`src/rtl/ps2_host_tx_if.sv`:
```
// Command/status and open-drain pin bundle between a PS/2 host transmitter and its user.
`timescale 1ns/1ps
interface ps2_host_tx_if;
    logic [7:0] tx_data;
    logic       tx_valid;
    logic       tx_ready;
    logic       busy;
    logic       done;
    logic       error;
    logic       ps2_clk_in;
    logic       ps2_dat_in;
    logic       ps2_clk_oe;
    logic       ps2_dat_oe;

    modport master (
        output tx_data, tx_valid, ps2_clk_in, ps2_dat_in,
        input  tx_ready, busy, done, error, ps2_clk_oe, ps2_dat_oe
    );

    modport slave (
        input  tx_data, tx_valid, ps2_clk_in, ps2_dat_in,
        output tx_ready, busy, done, error, ps2_clk_oe, ps2_dat_oe
    );
endinterface

```
`src/rtl/ps2_host_tx.sv`:
```
// Host-to-device PS/2 command transmitter using the request-to-send sequence.
// Open-drain: an _oe output high means pull that pin low.
`timescale 1ns/1ps
module ps2_host_tx #(
    parameter int INHIBIT_CYCLES = 5000,
    parameter int TIMEOUT_CYCLES = 750000
) (
    input  logic          clk_i,
    input  logic          rst_i,
    ps2_host_tx_if.slave  bus
);
    // state     | meaning
    // IDLE      | lines released, ready for a byte
    // INHIBIT   | hold PS2_CLK low
    // RTS       | clk and data both low (start bit), one cycle
    // XMIT      | device clocks out start, data, parity, stop
    // ACK       | sample device ack on next falling edge
    // WAIT_IDLE | wait for both lines high before signalling done
    typedef enum logic [2:0] {
        S_IDLE, S_INHIBIT, S_RTS, S_XMIT, S_ACK, S_WAIT_IDLE
    } state_t;

    localparam int IW = (INHIBIT_CYCLES > 1) ? $clog2(INHIBIT_CYCLES + 1) : 1;
    localparam int TW = (TIMEOUT_CYCLES > 1) ? $clog2(TIMEOUT_CYCLES + 1) : 1;
    localparam logic [IW-1:0] INH_LAST = IW'(INHIBIT_CYCLES - 1);
    localparam logic [TW-1:0] TO_LAST  = TW'(TIMEOUT_CYCLES - 1);

    state_t        state_q, state_d;
    logic          clk_meta_q, clk_sync_q, clk_prev_q;
    logic          dat_meta_q, dat_sync_q;
    logic [8:0]    shift_q, shift_d;
    logic [3:0]    bit_cnt_q, bit_cnt_d;
    logic [IW-1:0] inh_cnt_q, inh_cnt_d;
    logic [TW-1:0] to_cnt_q, to_cnt_d;
    logic          dat_oe_q, dat_oe_d;
    logic          done_q, done_d;
    logic          error_q, error_d;
    logic          fall;
    logic          timeout;

    // Synchronizers come out of reset at the idle-high level so no false fall is seen.
    always_ff @(posedge clk_i or posedge rst_i) begin
        if (rst_i) begin
            clk_meta_q <= 1'b1;
            clk_sync_q <= 1'b1;
            clk_prev_q <= 1'b1;
            dat_meta_q <= 1'b1;
            dat_sync_q <= 1'b1;
        end else begin
            clk_meta_q <= bus.ps2_clk_in;
            clk_sync_q <= clk_meta_q;
            clk_prev_q <= clk_sync_q;
            dat_meta_q <= bus.ps2_dat_in;
            dat_sync_q <= dat_meta_q;
        end
    end

    assign fall    = clk_prev_q & ~clk_sync_q;
    assign timeout = (to_cnt_q == TO_LAST);

    always_ff @(posedge clk_i or posedge rst_i) begin
        if (rst_i) begin
            state_q   <= S_IDLE;
            shift_q   <= '0;
            bit_cnt_q <= '0;
            inh_cnt_q <= '0;
            to_cnt_q  <= '0;
            dat_oe_q  <= 1'b0;
            done_q    <= 1'b0;
            error_q   <= 1'b0;
        end else begin
            state_q   <= state_d;
            shift_q   <= shift_d;
            bit_cnt_q <= bit_cnt_d;
            inh_cnt_q <= inh_cnt_d;
            to_cnt_q  <= to_cnt_d;
            dat_oe_q  <= dat_oe_d;
            done_q    <= done_d;
            error_q   <= error_d;
        end
    end

    always_comb begin
        state_d   = state_q;
        shift_d   = shift_q;
        bit_cnt_d = bit_cnt_q;
        inh_cnt_d = inh_cnt_q;
        to_cnt_d  = to_cnt_q;
        dat_oe_d  = dat_oe_q;
        done_d    = 1'b0;
        error_d   = 1'b0;

        case (state_q)
            S_IDLE: begin
                if (bus.tx_valid) begin
                    shift_d   = {~^bus.tx_data, bus.tx_data};
                    bit_cnt_d = '0;
                    inh_cnt_d = '0;
                    to_cnt_d  = '0;
                    dat_oe_d  = 1'b0;
                    state_d   = S_INHIBIT;
                end
            end
            S_INHIBIT: begin
                if (inh_cnt_q == INH_LAST) begin
                    dat_oe_d = 1'b1;
                    state_d  = S_RTS;
                end else begin
                    inh_cnt_d = inh_cnt_q + IW'(1);
                end
            end
            S_RTS: begin
                state_d = S_XMIT;
            end
            S_XMIT: begin
                if (timeout) begin
                    dat_oe_d = 1'b0;
                    error_d  = 1'b1;
                    state_d  = S_IDLE;
                end else begin
                    to_cnt_d = to_cnt_q + TW'(1);
                    if (fall) begin
                        bit_cnt_d = bit_cnt_q + 4'd1;
                        if (bit_cnt_q == 4'd9) begin
                            dat_oe_d = 1'b0;
                            state_d  = S_ACK;
                        end else begin
                            // Shift register holds data LSB first with parity in bit 8.
                            dat_oe_d = ~shift_q[0];
                            shift_d  = {1'b0, shift_q[8:1]};
                        end
                    end
                end
            end
            S_ACK: begin
                if (timeout) begin
                    error_d = 1'b1;
                    state_d = S_IDLE;
                end else begin
                    to_cnt_d = to_cnt_q + TW'(1);
                    if (fall) begin
                        if (dat_sync_q) begin
                            error_d = 1'b1;
                            state_d = S_IDLE;
                        end else begin
                            state_d = S_WAIT_IDLE;
                        end
                    end
                end
            end
            S_WAIT_IDLE: begin
                if (timeout) begin
                    error_d = 1'b1;
                    state_d = S_IDLE;
                end else begin
                    to_cnt_d = to_cnt_q + TW'(1);
                    if (clk_sync_q && dat_sync_q) begin
                        done_d  = 1'b1;
                        state_d = S_IDLE;
                    end
                end
            end
            default: begin
                dat_oe_d = 1'b0;
                state_d  = S_IDLE;
            end
        endcase
    end

    assign bus.tx_ready   = (state_q == S_IDLE);
    assign bus.busy       = (state_q != S_IDLE);
    assign bus.done       = done_q;
    assign bus.error      = error_q;
    assign bus.ps2_clk_oe = (state_q == S_INHIBIT) || (state_q == S_RTS);
    assign bus.ps2_dat_oe = dat_oe_q;
endmodule

```
`src/flat_wrapper.sv`:
```
// flat-port wrapper written by rule: the top's interface ports become plain ports
module ps2_host_tx_flat 
#(
    parameter int INHIBIT_CYCLES = 5000,
    parameter int TIMEOUT_CYCLES = 750000
)
  (clk_i, rst_i, bus_tx_data, bus_tx_valid, bus_ps2_clk_in, bus_ps2_dat_in, bus_tx_ready, bus_busy, bus_done, bus_error, bus_ps2_clk_oe, bus_ps2_dat_oe);
  ps2_host_tx_if bus_i ();
  input  logic clk_i;
  input  logic rst_i;
  input wire logic [$bits(bus_i.tx_data)-1:0] bus_tx_data;
  input wire logic [$bits(bus_i.tx_valid)-1:0] bus_tx_valid;
  input wire logic [$bits(bus_i.ps2_clk_in)-1:0] bus_ps2_clk_in;
  input wire logic [$bits(bus_i.ps2_dat_in)-1:0] bus_ps2_dat_in;
  output wire logic [$bits(bus_i.tx_ready)-1:0] bus_tx_ready;
  output wire logic [$bits(bus_i.busy)-1:0] bus_busy;
  output wire logic [$bits(bus_i.done)-1:0] bus_done;
  output wire logic [$bits(bus_i.error)-1:0] bus_error;
  output wire logic [$bits(bus_i.ps2_clk_oe)-1:0] bus_ps2_clk_oe;
  output wire logic [$bits(bus_i.ps2_dat_oe)-1:0] bus_ps2_dat_oe;
  assign bus_i.tx_data = bus_tx_data;
  assign bus_i.tx_valid = bus_tx_valid;
  assign bus_i.ps2_clk_in = bus_ps2_clk_in;
  assign bus_i.ps2_dat_in = bus_ps2_dat_in;
  assign bus_tx_ready = bus_i.tx_ready;
  assign bus_busy = bus_i.busy;
  assign bus_done = bus_i.done;
  assign bus_error = bus_i.error;
  assign bus_ps2_clk_oe = bus_i.ps2_clk_oe;
  assign bus_ps2_dat_oe = bus_i.ps2_dat_oe;
  ps2_host_tx #(.INHIBIT_CYCLES(INHIBIT_CYCLES), .TIMEOUT_CYCLES(TIMEOUT_CYCLES)) u_core (.clk_i(clk_i), .rst_i(rst_i), .bus(bus_i));
endmodule
```
`config.mk`:
```
export PLATFORM = sky130hd
export DESIGN_NAME = ps2_host_tx_flat
export DESIGN_NICKNAME = d
export VERILOG_FILES = /design/src/rtl/ps2_host_tx_if.sv /design/src/rtl/ps2_host_tx.sv /design/src/flat_wrapper.sv
export SDC_FILE = /design/constraint.sdc
export NUM_CORES = 1
export LEC_CHECK = 0
export ABC_CLOCK_PERIOD_IN_PS = 2150
export CORE_ASPECT_RATIO = 0.7
export CORE_MARGIN = 2
export CORE_UTILIZATION = 35
export CTS_BUF_LIST = sky130_fd_sc_hd__clkbuf_2 sky130_fd_sc_hd__clkbuf_4 sky130_fd_sc_hd__clkbuf_8
export CTS_CLUSTER_SIZE = 14
export DETAILED_ROUTE_END_ITERATION = 6
export GPL_ROUTABILITY_DRIVEN = 0
export PLACE_DENSITY = 0.56
export SETUP_SLACK_MARGIN = 0.3
export SLEW_MARGIN = 25
export SYNTH_ARGS = -nofsm -noshare
export SYNTH_HDL_FRONTEND = slang
export SYNTH_SLANG_ARGS = --single-unit
```
`constraint.sdc`:
```
create_clock -name clk_i -period 2.15 [get_ports clk_i]
set_clock_uncertainty 0.1 [all_clocks]
set_input_delay 0.215 -clock clk_i [delete_from_list [all_inputs] [get_ports clk_i]]
set_output_delay 0.215 -clock clk_i [all_outputs]
set_load 0.01 [all_outputs]
```
==> impl_metrics.toml <==
[status]
status = "finished clean"

[logic_synthesis]
syn_inst = 311
yosysWarnings = 0
synth_cell_types = 55
synthFlopType = "dfrtp_1"
synth_top_area_cell = "dfrtp_1"
synth_top_area_share_pct = 42.19
ys_seq_elements = 57
synth_area_um2 = 3084
avgSynthCellArea_um2 = 9.917
ys_async_sr_fraction_pct = 100.0
ys_seq_area_share_pct = 46.45
synth_edf_count = 0
syn-num-nets = 328
synthTopCellsByArea = "dfrtp_1 (42%), xor2_1 (6.2%), dfstp_2 (4.3%)"

[clocking]
cts_inserted_buffers = 9
cts_buffer_depth = 2
cts_num_sinks = 57
h-tree-depth = 3
cts_tree = "yes"
clk-insertion-delay-late_ns = 0.34
clkTransAtPathRegs_ns = 0.07
clock-root-buffer = "clkbuf_8"

[finish]
final_common_cell = "buf_4"
diodes = 0
layout.nets = 409
drive_gt1_share_pct = 37.37
layout_common_cells = "buf_4 (51), dfrtp_1 (47), nor2_1 (33), xor2_1 (22), nand2_1 (18)"
area_growth_pct = 43.41
final_cells = 516

[sta]
setup_tns_ns = 0
rsz0062_at_grt = "yes"
setup_viol = 0
slew_violations = 0
hold_viol_final = 0
tightest_slew_ns = 0.5009
fmax_mhz = 517.1
period_share_pct = 89.94
min_period_ns = 1.934
maxSlewHeadroom_pct = 66.49

[setup_path]
crit_chain = "buf_6 -> and3b_2 -> o32ai_4 -> buf_4 -> or4_1 -> a21oi_2"
crit_arrival_ns = 2.11
critPathKind = "reg2reg"
ff2ff_path_depth = 6
reg2reg_slack_ns = 0.22
cp-end-kind = "flip-flop"
worst_setup_path_start_kind = "flip-flop"
worstPathRequired_ns = 2.32
max_stage_delay_ns = 0.41
cp_slowest_cell = "or4_1"
critPathMaxFanout = 7

[power]
vdd_drop_max_mv = 0.7557
power.density_nw_per_um2 = 1094
p_leak_nw = 1.909

[detailed_routing]
firstDrtPassIters = 4
via_per_inst = 5.054
wl_per_cell_um = 15.25
ant_nets = 0
remaining_drc_errors = 0
dr.first_iter.drc_count = 97
vias = 2608
drt-total-wl_mm = 7.870

[global_routing]
grt.met1_usage_pct = 25.39
overflow = 0
grt_util_all_layers_pct = 17.26
grt_max_degree = 29
grt_use_met3_pct = 5.255
antenna_found_initial = 0
grt_util_met2_pct = 24.44
grt_pass1_vias = 2502
top_usage_layer = "met1"
grt_pass1_wl_mm = 12.51

[die]
core_um2 = 8513
num_io_pins = 19
start_util_pct = 36.23
num_rows = 28
die_y_um = 82.54
die_w_um = 116.2
die-area_um2 = 9591

[placed_design]
port-buffer-count = 18
hpwl_mm = 5.077
dp_cells = 457

[min_path]
hold_class = "in2async"

[flow_run]
drv_cap = 0
==> final cells by class <==
cell class	instances	area (um2)
Clock buffer	12	158.9
Clock inverter	3	40.04
Fill cell	749	4090
Inverter	9	33.78
Multi-Input combinational cell	231	1861
Sequential cell	57	1439
Tap cell	120	150.1
Timing Repair Buffer	84	740.7
==> cell usage after synthesis (all sizes together), types with 2 or more instances <==
| master | n |
|---|---|
| nand3 | 5 |
| nor3b | 3 |
| o22ai | 9 |
| o211ai | 8 |
| o21ai | 19 |
| buf | 13 |
| mux2 | 2 |
| dfstp | 5 |
| nand4 | 7 |
| and2 | 4 |
| xnor2 | 8 |
| nor3 | 6 |
| a21oi | 12 |
| nor4b | 3 |
| o31ai | 2 |
| or3 | 6 |
| and4bb | 2 |
| a2bb2oi | 8 |
| o2111ai | 7 |
| ha | 4 |
| nor2 | 36 |
| nand2 | 20 |
| and3 | 9 |
| dfrtp | 52 |
| clkbuf | 2 |
| nand3b | 2 |
| nand2b | 5 |
| xor2 | 22 |
| inv | 9 |
| or4 | 3 |
| and4 | 3 |
==> worst max-delay path, delay by kind of cell (launching register included) <==
| family | cells | cell delay [ns] |
|---|---|---|
| buffers and inverters | 2 | 0.28 |
| AOI/OAI and AO/OA | 2 | 0.30 |
| DFF | 1 | 0.40 |
| and+or+nand+nor | 2 | 0.79 |
==> timing repair <==
action	4_1_cts	5_1_grt
gates cloned	1	1
setup endpoints to repair	37	44
resized for setup	34	57
hold buffers	0	0
buffers inserted	22	20
pin swaps	18	19
==> metrics by stage <==
stage               worst slack, ns  power, mW  hold slack [ns]  cell area (um2)  util [%]
floorplan                    0.2813      2.422           0.1195             3089         -
global placement            0.06378      2.909           0.2461             3530     41.46
detailed placement          0.01374      2.927           0.2485             3530     41.46
CTS                          0.1667      4.301           0.1183             4034     47.38
global route                 0.1299      5.118           0.1436             4423     51.95
finish                       0.2162      4.838           0.1124             4423     51.95
==> worst paths after layout <==
kind,startpoint,to
max,u_core.state_q[2]$_DFFE_PP0P_,u_core.to_cnt_q[10]$_DFFE_PP0P_
min,rst_i,u_core.shift_q[2]$_DFFE_PP0P_
max reg2reg,u_core.state_q[2]$_DFFE_PP0P_,u_core.to_cnt_q[10]$_DFFE_PP0P_
min reg2reg,u_core.dat_meta_q$_DFF_PP1_,u_core.dat_sync_q$_DFF_PP1_
max in group asynchronous,rst_i,u_core.to_cnt_q[1]$_DFFE_PP0P_
min in group clk_i,bus_ps2_dat_in,u_core.dat_meta_q$_DFF_PP1_
==> flip-flops by register name (all words and copies together), names as in the netlist <==
signal / cells
u_core.bus.ps2_dat_oe: 1
u_core.bus.done: 1
u_core.clk_meta_q: 1
u_core.dat_sync_q: 1
u_core.clk_prev_q: 1
u_core.state_q: 3
u_core.dat_meta_q: 1
u_core.bus.error: 1
u_core.to_cnt_q: 20
u_core.clk_sync_q: 1
u_core.shift_q: 9
u_core.inh_cnt_q: 13
u_core.bit_cnt_q: 4
==> cells by family after synthesis <==
family                   Yosys count  synth area share [%]
adder cells (fa/ha/maj)            4                 1.623
AO/OA/AOI/OAI                     74                 17.12
multiplexers                       3                 1.055
AND/OR/NAND/NOR                  119                 21.54
flip-flops                        57                 46.45
buffers and inverters             24                 3.692
XOR/XNOR                          30                 8.519
==> power by group <==
| part | leakage (nW) | switching, mW | internal [mW] |
|---|---|---|---|
| sequential | 0.735 | 0.182 | 1.28 |
| clock | 0.106 | 0.415 | 0.600 |
| combinational | 1.07 | 1.12 | 1.25 |
==> per-layer routing <==
layer	vias up	wire (um)
met4	0	82
met1	1246	4112
met5	-	0
met3	9	289
li1	1301	-
met2	52	3385
Note: power is estimated with default switching activity, not from simulation.
